File: src/rtl/axil_reg_slave.sv
// AXI4-Lite register-file responder: ID, CTRL, W1C IRQ status, IRQ enable,
// user RW control words and user RO status words, plus a masked interrupt.
// Ports:
//   s_axil_aclk/s_axil_rst        clock, async active-high reset
//   s_axil_aw*/w*/b*              write address, data, response channels
//   s_axil_ar*/r*                 read address and data channels
//   ctrl_start, ctrl              CTRL start pulse and CTRL value (bit0 = 0)
//   user_ctrl                     RW regs 4..REG_NUM/2-1, index 4 in LSBs
//   user_stat                     RO regs REG_NUM/2..REG_NUM-1
//   irq_src, irq                  interrupt sources, registered masked irq
module axil_reg_slave #(
  parameter int ADDR_WIDTH = 32,
  parameter int DATA_WIDTH = 32,
  parameter int REG_NUM    = 16,
  parameter logic [DATA_WIDTH-1:0] ID_VALUE = 32'h0305_0001,
  parameter int IRQ_NUM    = 8
) (
  input  logic                  s_axil_aclk,
  input  logic                  s_axil_rst,
  input  logic [ADDR_WIDTH-1:0] s_axil_awaddr,
  input  logic                  s_axil_awvalid,
  output logic                  s_axil_awready,
  input  logic [DATA_WIDTH-1:0] s_axil_wdata,
  input  logic [DATA_WIDTH/8-1:0] s_axil_wstrb,
  input  logic                  s_axil_wvalid,
  output logic                  s_axil_wready,
  output logic [1:0]            s_axil_bresp,
  output logic                  s_axil_bvalid,
  input  logic                  s_axil_bready,
  input  logic [ADDR_WIDTH-1:0] s_axil_araddr,
  input  logic                  s_axil_arvalid,
  output logic                  s_axil_arready,
  output logic [DATA_WIDTH-1:0] s_axil_rdata,
  output logic [1:0]            s_axil_rresp,
  output logic                  s_axil_rvalid,
  input  logic                  s_axil_rready,
  output logic                  ctrl_start,
  output logic [DATA_WIDTH-1:0] ctrl,
  output logic [(REG_NUM/2-4)*DATA_WIDTH-1:0] user_ctrl,
  input  logic [(REG_NUM/2)*DATA_WIDTH-1:0]   user_stat,
  input  logic [IRQ_NUM-1:0]    irq_src,
  output logic                  irq
);

  localparam int IDX_W  = $clog2(REG_NUM);
  localparam int STRB_W = DATA_WIDTH/8;
  localparam int USR_RW = REG_NUM/2 - 4;
  localparam int USR_RO = REG_NUM/2;

  localparam logic [1:0] RESP_OKAY   = 2'b00;
  localparam logic [1:0] RESP_SLVERR = 2'b10;

  logic                  aw_full;
  logic                  w_full;
  logic [ADDR_WIDTH-1:2] aw_addr;
  logic [DATA_WIDTH-1:0] w_data;
  logic [STRB_W-1:0]     w_strb;

  logic [DATA_WIDTH-1:0] ctrl_r;
  logic [IRQ_NUM-1:0]    irq_status;
  logic [IRQ_NUM-1:0]    irq_enable;
  logic [USR_RW-1:0][DATA_WIDTH-1:0] user_rw;

  logic aw_hs, w_hs, ar_hs, commit, wr_ok;
  logic [IDX_W-1:0] w_idx, r_idx;
  logic w_err, r_err;

  logic [DATA_WIDTH-1:0] wmask, ctrl_new, en_new;
  logic [DATA_WIDTH-1:0] stat_ext, en_ext;
  logic [IRQ_NUM-1:0]    irq_clr, irq_status_nxt;
  logic sel_ctrl, sel_stat, sel_en;
  logic [DATA_WIDTH-1:0] rd_data;
  logic [1:0]            rd_resp;
  logic                  unused_ok;

  // Readies are forced low while reset is held, independent of the clock.
  assign s_axil_awready = ~aw_full & ~s_axil_rst;
  assign s_axil_wready  = ~w_full & ~s_axil_rst;
  assign s_axil_arready = ~s_axil_rvalid & ~s_axil_rst;

  assign aw_hs  = s_axil_awvalid & s_axil_awready;
  assign w_hs   = s_axil_wvalid & s_axil_wready;
  assign ar_hs  = s_axil_arvalid & s_axil_arready;
  assign commit = aw_full & w_full & ~s_axil_bvalid;

  assign w_idx = aw_addr[IDX_W+1:2];
  assign w_err = |aw_addr[ADDR_WIDTH-1:IDX_W+2];
  assign wr_ok = commit & ~w_err;

  assign r_idx = s_axil_araddr[IDX_W+1:2];
  assign r_err = |s_axil_araddr[ADDR_WIDTH-1:IDX_W+2];

  assign stat_ext = DATA_WIDTH'(irq_status);
  assign en_ext   = DATA_WIDTH'(irq_enable);

  assign ctrl      = ctrl_r;
  assign user_ctrl = user_rw;

  assign unused_ok = ^{s_axil_awaddr[1:0], s_axil_araddr[1:0], en_new};

  always_comb begin
    wmask = '0;
    for (int b = 0; b < STRB_W; b++) begin
      wmask[b*8 +: 8] = {8{w_strb[b]}};
    end
    ctrl_new = (ctrl_r & ~wmask) | (w_data & wmask);
    en_new   = (en_ext & ~wmask) | (w_data & wmask);
    sel_ctrl = wr_ok && (w_idx == IDX_W'(1));
    sel_stat = wr_ok && (w_idx == IDX_W'(2));
    sel_en   = wr_ok && (w_idx == IDX_W'(3));
    irq_clr  = '0;
    if (sel_stat) begin
      irq_clr = w_data[IRQ_NUM-1:0] & wmask[IRQ_NUM-1:0];
    end
    // A source seen on the clearing edge re-sets the bit.
    irq_status_nxt = (irq_status & ~irq_clr) | irq_src;
  end

  always_comb begin
    rd_data = '0;
    rd_resp = RESP_OKAY;
    if (r_err) begin
      rd_resp = RESP_SLVERR;
    end else if (r_idx == IDX_W'(0)) begin
      rd_data = ID_VALUE;
    end else if (r_idx == IDX_W'(1)) begin
      rd_data = ctrl_r;
    end else if (r_idx == IDX_W'(2)) begin
      rd_data = stat_ext;
    end else if (r_idx == IDX_W'(3)) begin
      rd_data = en_ext;
    end else begin
      for (int i = 0; i < USR_RW; i++) begin
        if (r_idx == IDX_W'(4 + i)) begin
          rd_data = user_rw[i];
        end
      end
      for (int i = 0; i < USR_RO; i++) begin
        if (r_idx == IDX_W'(USR_RO + i)) begin
          rd_data = user_stat[i*DATA_WIDTH +: DATA_WIDTH];
        end
      end
    end
  end

  always_ff @(posedge s_axil_aclk or posedge s_axil_rst) begin
    if (s_axil_rst) begin
      aw_full       <= 1'b0;
      w_full        <= 1'b0;
      aw_addr       <= '0;
      w_data        <= '0;
      w_strb        <= '0;
      s_axil_bvalid <= 1'b0;
      s_axil_bresp  <= RESP_OKAY;
    end else begin
      if (aw_hs) begin
        aw_full <= 1'b1;
        aw_addr <= s_axil_awaddr[ADDR_WIDTH-1:2];
      end
      if (w_hs) begin
        w_full <= 1'b1;
        w_data <= s_axil_wdata;
        w_strb <= s_axil_wstrb;
      end
      if (commit) begin
        aw_full       <= 1'b0;
        w_full        <= 1'b0;
        s_axil_bvalid <= 1'b1;
        s_axil_bresp  <= w_err ? RESP_SLVERR : RESP_OKAY;
      end else if (s_axil_bvalid && s_axil_bready) begin
        s_axil_bvalid <= 1'b0;
      end
    end
  end

  always_ff @(posedge s_axil_aclk or posedge s_axil_rst) begin
    if (s_axil_rst) begin
      s_axil_rvalid <= 1'b0;
      s_axil_rdata  <= '0;
      s_axil_rresp  <= RESP_OKAY;
    end else if (ar_hs) begin
      s_axil_rvalid <= 1'b1;
      s_axil_rdata  <= rd_data;
      s_axil_rresp  <= rd_resp;
    end else if (s_axil_rvalid && s_axil_rready) begin
      s_axil_rvalid <= 1'b0;
    end
  end

  always_ff @(posedge s_axil_aclk or posedge s_axil_rst) begin
    if (s_axil_rst) begin
      ctrl_r     <= '0;
      ctrl_start <= 1'b0;
      irq_status <= '0;
      irq_enable <= '0;
      user_rw    <= '0;
      irq        <= 1'b0;
    end else begin
      ctrl_start <= 1'b0;
      irq        <= |(irq_status & irq_enable);
      irq_status <= irq_status_nxt;
      if (sel_ctrl) begin
        // Bit0 is a self-clearing start request.
        ctrl_r     <= {ctrl_new[DATA_WIDTH-1:1], 1'b0};
        ctrl_start <= ctrl_new[0];
      end
      if (sel_en) begin
        irq_enable <= en_new[IRQ_NUM-1:0];
      end
      for (int i = 0; i < USR_RW; i++) begin
        if (wr_ok && (w_idx == IDX_W'(4 + i))) begin
          user_rw[i] <= (user_rw[i] & ~wmask) | (w_data & wmask);
        end
      end
    end
  end

endmodule

File: config.mk
export PLATFORM = sky130hd
export DESIGN_NAME = axil_reg_slave
export DESIGN_NICKNAME = d
export VERILOG_FILES = /design/src/rtl/axil_reg_slave.sv
export SDC_FILE = /design/constraint.sdc
export NUM_CORES = 1
export LEC_CHECK = 0
export CORE_AREA = 2 2 221 223
export CTS_CLUSTER_SIZE = 8
export DETAILED_ROUTE_END_ITERATION = 6
export DIE_AREA = 0 0 223 225
export GPL_ROUTABILITY_DRIVEN = 0
export GPL_TIMING_DRIVEN = 0
export HOLD_SLACK_MARGIN = 0.02
export SYNTH_ARGS = -nofsm -noshare
export SYNTH_HDL_FRONTEND = slang
export SYNTH_SLANG_ARGS = --single-unit
File: constraint.sdc
create_clock -name s_axil_aclk -period 9.85 [get_ports s_axil_aclk]
set_clock_uncertainty 0.2 [all_clocks]
set_input_delay 1.4775 -clock s_axil_aclk [delete_from_list [all_inputs] [get_ports s_axil_aclk]]
set_output_delay 1.4775 -clock s_axil_aclk [all_outputs]
set_load 0.02 [all_outputs]
## Word-level counts from Yosys, hierarchy flattened

Cells that the tools add are included.

- Word-level logic and storage cells: 121
- Bits of input ports: 371
- Output and inout port bits: 203
- Register bits after elaboration: 283

- Multiplexer cells: 29
- Reduce and logical (&&, ||, !) cells: 17
- Equality and inequality tests: 22
- Bitwise operators: 34

Operator list:

| kind | number |
|---|---|
| 32-bit two-way mux | 17 |
| 32-bit AND | 6 |
| 32-bit OR | 5 |
| 26-bit OR reduction | 2 |
| 8-bit AND | 4 |
| 4-bit by 3-bit == test with 1-bit output, second input constant | 8 |
| 4-bit == test, second input constant | 8 |
| 32-bit inverter | 1 |
| 4-bit by 2-bit == test with 1-bit output, second input constant | 4 |
| 8-bit OR | 2 |
| 1-bit AND | 9 |
| 1-bit logical AND | 9 |
| 1-bit two-way mux | 9 |
| 4-bit by 1-bit == test with 1-bit output, second input constant | 2 |
| 8-bit two-way mux | 1 |
| 8-bit inverter | 1 |
| 2-bit nonzero test | 4 |
| 8-bit OR reduction | 1 |
| 1-bit inverter | 6 |
| 4-bit logical NOT | 1 |
| 2-bit two-way mux | 2 |

## Logic depth before layout (Yosys ltp)

- Depth after elaboration: 18
- Gate-level depth with buffers: 10
- Depth with buffers taken out: 6

## Least setup slack after synthesis

No wires, ideal clock.

- Path type: input to output
- Start: input s_axil_rst
- End: output s_axil_awready
- Slack: 6.396 ns
- Arrival: 1.776 ns
- Stages: 1
- Buffers on the path: 0
- Required time: 8.173 ns
- Cells stage by stage: nor2_1

- Word-level cells in the longest chain between the ends: 2

Ends and longest elaborated chain:

| item | RTL line | text |
|---|---|---|
| from (decl) | 19 | `input logic s_axil_rst,` |
| 1-bit inverter | 77 | `assign s_axil_awready = ~aw_full & ~s_axil_rst;` |
| 1-bit AND | 77 |  |
| to (decl) | 22 | `output logic s_axil_awready,` |

Every way passes these cells.

## Final worst setup path

- Start: input s_axil_rst
- End: register s_axil_rdata[30]

- Word-level cells in the longest chain between the ends: 3

Ends and longest elaborated chain:

| item | RTL line | text |
|---|---|---|
| 1-bit inverter | 79 | `assign s_axil_arready = ~s_axil_rvalid & ~s_axil_rst;` |
| 1-bit AND | 79 |  |
| 1-bit AND | 83 | `assign ar_hs = s_axil_arvalid & s_axil_arready;` |
| to (signal assigned) | 183 | `s_axil_rdata <= rd_data;` |
| to (decl) | 33 | `output logic [DATA_WIDTH-1:0] s_axil_rdata,` |

Every way passes these cells.
A chain may end at the register's enable or synchronous reset.

==> results.md <==
Timing:
- The share of the clock period used by the worst path after layout is 51.5%.
- Setup violations remaining at the end of the flow were counted as 0.
- Setup repair after global routing left no endpoint under its margin.
- Hold timing on the final database bottoms out at a slack of 0.277 ns.
- Static timing analysis puts the maximum clock frequency at 197 MHz.
- The final-report hold violation count is 0.
- After layout, the minimum clock period comes to 5.07 ns.
- Headroom to the max-slew limit came out at 9.75%.
- The final count of pins violating max slew is 0.
- For the pin with the worst max-slew slack, the measured transition is ~1.4 ns.
- The setup slack of the critical path after layout is between 4 and 5 ns.

Run:
- The tool flagged a number of max-cap violations equal to 0.

Critical path:
- Grouping stages by cell kind, the critical path spends the most delay in simple AND/OR/NAND/NOR gates.
- The largest fanout of any net on the critical path is 10.
- The category of the worst setup path capture point is a flip-flop.
- The critical path goes through clkdlybuf4s50_1 > or3b_1 > nand4b_4 > nor4_2 > clkbuf_1 > nand2_1 > o21ai_0.
- The number of buffers and inverters on the critical path is 2.
- The worst setup path is of the input port to flip-flop kind.
- The beginning of the critical path is s_axil_rst.
- The worst endpoint data arrival time is ~5.3 ns.
- STA puts the critical path data required time at 10.08 ns.
- The reg-to-reg startpoint is s_axil_rvalid.
- The peak per-stage delay on the critical path is 1.08 ns.
- The cell with the largest stage delay on the worst path is sky130_fd_sc_hd__nor4_2.
- The type of origin of the critical path is an input port.

Global routing:
- The number of antenna violations at the first check in global routing is 15.
- The global-route total usage across every layer is about a third.
- The total congestion overflow after global routing is 0.
- The first global-routing pass estimated between 100000 and 150000 um of wire.
- Entering global routing, the biggest net connects 120 pins.
- The via count of the first global-routing pass is approximately 15000.

Synthesis:
- The post-synth design cell area is 14900 um2.
- The sequential share of the synthesized area is 47.0%.
- The largest total area in the synthesized netlist belongs to sky130_fd_sc_hd__dfrtp_1.
- After synthesis, the cell types taking the most area are sky130_fd_sc_hd__dfrtp_1 47%, sky130_fd_sc_hd__mux2_2 18%, sky130_fd_sc_hd__mux2i_1 3.5%.
- The post-synthesis area per instance is roughly 11 um2.
- The most used flip-flop cell after synthesis is sky130_fd_sc_hd__dfrtp_1.
- Counting flops with an async set or reset pin after synthesis yields a share of 100%.
- The Yosys step of the flow raised 0 warnings.
- The number of flip-flops and latches in the synthesized netlist is 281.
- The post-synthesis instance total is 1382.
- The number of enable flip-flop cells after synthesis is 0.
- The top-area cell type share of the netlist area is 47.0%.
- The distinct cell type count of the synthesized netlist is 69.

Floorplanning:
- The floorplan has 80 rows.
- The boundary pin count is approximately 570.
- Once the floorplan was initialized, standard cells occupied 31.4% of the core.
- The vertical die dimension is 225 um.
- The floorplan step set the die width to 223 um.
- The die footprint is roughly 50000 um2.
- The placeable core region is between 40000 and 50000 um2.

Drt:
- The count of nets left with antenna violations after detail routing is 0.
- The count of TritonRoute iterations in the first routing pass is 6.
- For this run, design rule violations remaining after detail routing come to 0.
- The routed layout has 15600 vias.
- In the final routed layout, each cell accounts on average for 33.3 um.
- The average vias per placed instance is 5.94.
- The number of DRC markers in iteration 0 is 1881.
- After detailed routing, the total wire length is 87300 um.

Outcome:
- The run finished with clean final reports.

CTS:
- Counting every sink on the clock net gives about 280.
- The number of buffers added by the clock tree synthesis step is 41.
- The clock-pin transition on the worst setup and hold timing paths is 0.08 ns.
- The number of setup buffers added after CTS is 0.
- The maximum clock insertion buffer count is 3.
- The cell sitting at the root of the clock tree is a sky130_fd_sc_hd__clkbuf_16.
- The total of cells resized after clock tree synthesis is 0.
- The TritonCTS clock tree is done.
- In this run, post-CTS hold repair placed 0 buffers.
- At the later pin of the worst-skew pair, clock insertion delay measures 0.57 ns.
- In this run the number of H-tree levels came out at 2.

Cells and area:
- The number of nets in the layout is 2365.
- Cells with a size suffix above 1 make up 18.0% of the layout.
- Relative to the synthesized area, the layout overhead comes to 51.1%.
- Cells fill a little under half of the core in the end.

Hold path:
- The tightest min-delay check is of the flip-flop to flip-flop type.
- The worst min-delay path startpoint is s_axil_rdata[0].

Place:
- The wire-length estimate of the detail-placed layout is ~67000 um.
- The setup slack at placement is about 4.3 ns.
- The count of input and output buffers is 565.

Power:
- The leakage power summed over all cells is 9.34 nW.
- After layout, the design draws a total of 3.47 mW.
- VDD sags by at most 0.0978 mV.
- The total power divided by cell area is 153 nW/um2.
-- layout make-up --
cell class / instances / area (um2)
clock buffer: 46 / 1100
antenna: 5 / 12.5
inverter: 13 / 56.3
buffer: 99 / 428
clock inverter: 2 / 36.3
tap: 615 / 769
sequential: 281 / 7030
multi-input combinational: 991 / 7450
fill: 4495 / 25000
timing repair buffer: 567 / 5710
-- worst paths after layout --
check	depth (start not counted)	endpoint	slack, ns
hold reg to reg	2	s_axil_rdata[0]	0.28
setup / recovery	7	s_axil_rdata[30]	4.78
min in group asynchronous	2	async pin	1.52
max in group asynchronous	3	s_axil_rdata[13]	6.94
hold / removal	2	s_axil_rdata[0]	0.28
setup reg to reg	6	s_axil_rdata[30]	6.19
-- cell usage in the layout, fill, tap and decap left out, types with 10 or more instances in the layout --
master	Yosys	routed
sky130_fd_sc_hd__clkdlybuf4s50_1	0	565
sky130_fd_sc_hd__dfrtp_1	281	281
sky130_fd_sc_hd__mux2_2	237	237
sky130_fd_sc_hd__nand2_1	113	113
sky130_fd_sc_hd__a21oi_1	86	86
sky130_fd_sc_hd__o21ai_0	82	82
sky130_fd_sc_hd__nor2_1	69	69
sky130_fd_sc_hd__clkbuf_1	57	58
sky130_fd_sc_hd__mux2i_1	53	53
sky130_fd_sc_hd__clkbuf_16	0	42
sky130_fd_sc_hd__o22ai_1	31	31
sky130_fd_sc_hd__nand3_1	29	29
sky130_fd_sc_hd__a22oi_1	29	29
sky130_fd_sc_hd__buf_2	24	24
sky130_fd_sc_hd__a221oi_1	22	22
sky130_fd_sc_hd__o21ai_1	18	18
sky130_fd_sc_hd__nor2b_1	16	16
sky130_fd_sc_hd__nor2_4	15	15
sky130_fd_sc_hd__a21o_1	14	14
sky130_fd_sc_hd__o221ai_1	13	13
sky130_fd_sc_hd__buf_1	12	12
sky130_fd_sc_hd__nor4_1	12	12
sky130_fd_sc_hd__nand2b_1	11	11
sky130_fd_sc_hd__inv_1	11	10
sky130_fd_sc_hd__a32oi_1	10	10
sky130_fd_sc_hd__nor3_1	10	10
-- power breakdown --
group	switching [mW]	total, mW	internal, mW
clock network	0.539	1.32	0.777
registers	0.180	1.48	1.30
logic	0.339	0.673	0.333
-- logic make-up after synthesis --
logic type	synth area share [%]
muxes	23.1
and+or+nand+nor	10.8
DFF	47.0
AOI/OAI and AO/OA	15.9
buffers and inverters	3.19
other	0.0251
-- per-layer routing --
layer | up-vias | track usage, % | part of all wire [%]
li1 | 6390 | - | -
met1 | 7795 | 43.5 | 40
met2 | 1114 | 54.3 | 45
met3 | 237 | 10.4 | 10
met4 | 18 | 11.5 | 3.8
met5 | - | 0 | 0.12
-- synthesized netlist by cell type, types with 8 or more instances --
cell type	instances
sky130_fd_sc_hd__a21o_1	14
sky130_fd_sc_hd__a21oi_1	86
sky130_fd_sc_hd__a221oi_1	22
sky130_fd_sc_hd__a22oi_1	29
sky130_fd_sc_hd__a31oi_1	9
sky130_fd_sc_hd__a32o_1	8
sky130_fd_sc_hd__a32oi_1	10
sky130_fd_sc_hd__buf_1	12
sky130_fd_sc_hd__buf_2	24
sky130_fd_sc_hd__clkbuf_1	57
sky130_fd_sc_hd__dfrtp_1	281
sky130_fd_sc_hd__inv_1	11
sky130_fd_sc_hd__mux2_2	237
sky130_fd_sc_hd__mux2i_1	53
sky130_fd_sc_hd__mux4_2	8
sky130_fd_sc_hd__nand2_1	113
sky130_fd_sc_hd__nand2b_1	11
sky130_fd_sc_hd__nand3_1	29
sky130_fd_sc_hd__nor2_1	69
sky130_fd_sc_hd__nor2_4	15
sky130_fd_sc_hd__nor2b_1	16
sky130_fd_sc_hd__nor3_1	10
sky130_fd_sc_hd__nor4_1	12
sky130_fd_sc_hd__o21ai_0	82
sky130_fd_sc_hd__o21ai_1	18
sky130_fd_sc_hd__o221ai_1	13
sky130_fd_sc_hd__o22ai_1	31
-- worst register-to-register path, delay by kind of cell, from the launching register on --
family                 cells  cell delay (ns)
and+or+nand+nor            4             1.87
buffers and inverters      1             0.66
DFF                        1             0.41
AOI/OAI and AO/OA          1             0.40
-- per-stage QoR --
step | instances | area [um2] | TNS, ns
global route | 2617 | 22600 | 0
floorplan | 1384 | 15000 | 0
detailed placement | 2566 | 21400 | 0
global placement | 2564 | 21400 | -1030.77
CTS | 2614 | 22600 | 0
finish | 2619 | 22600 | 0
Power figures use the tool's default switching activity.
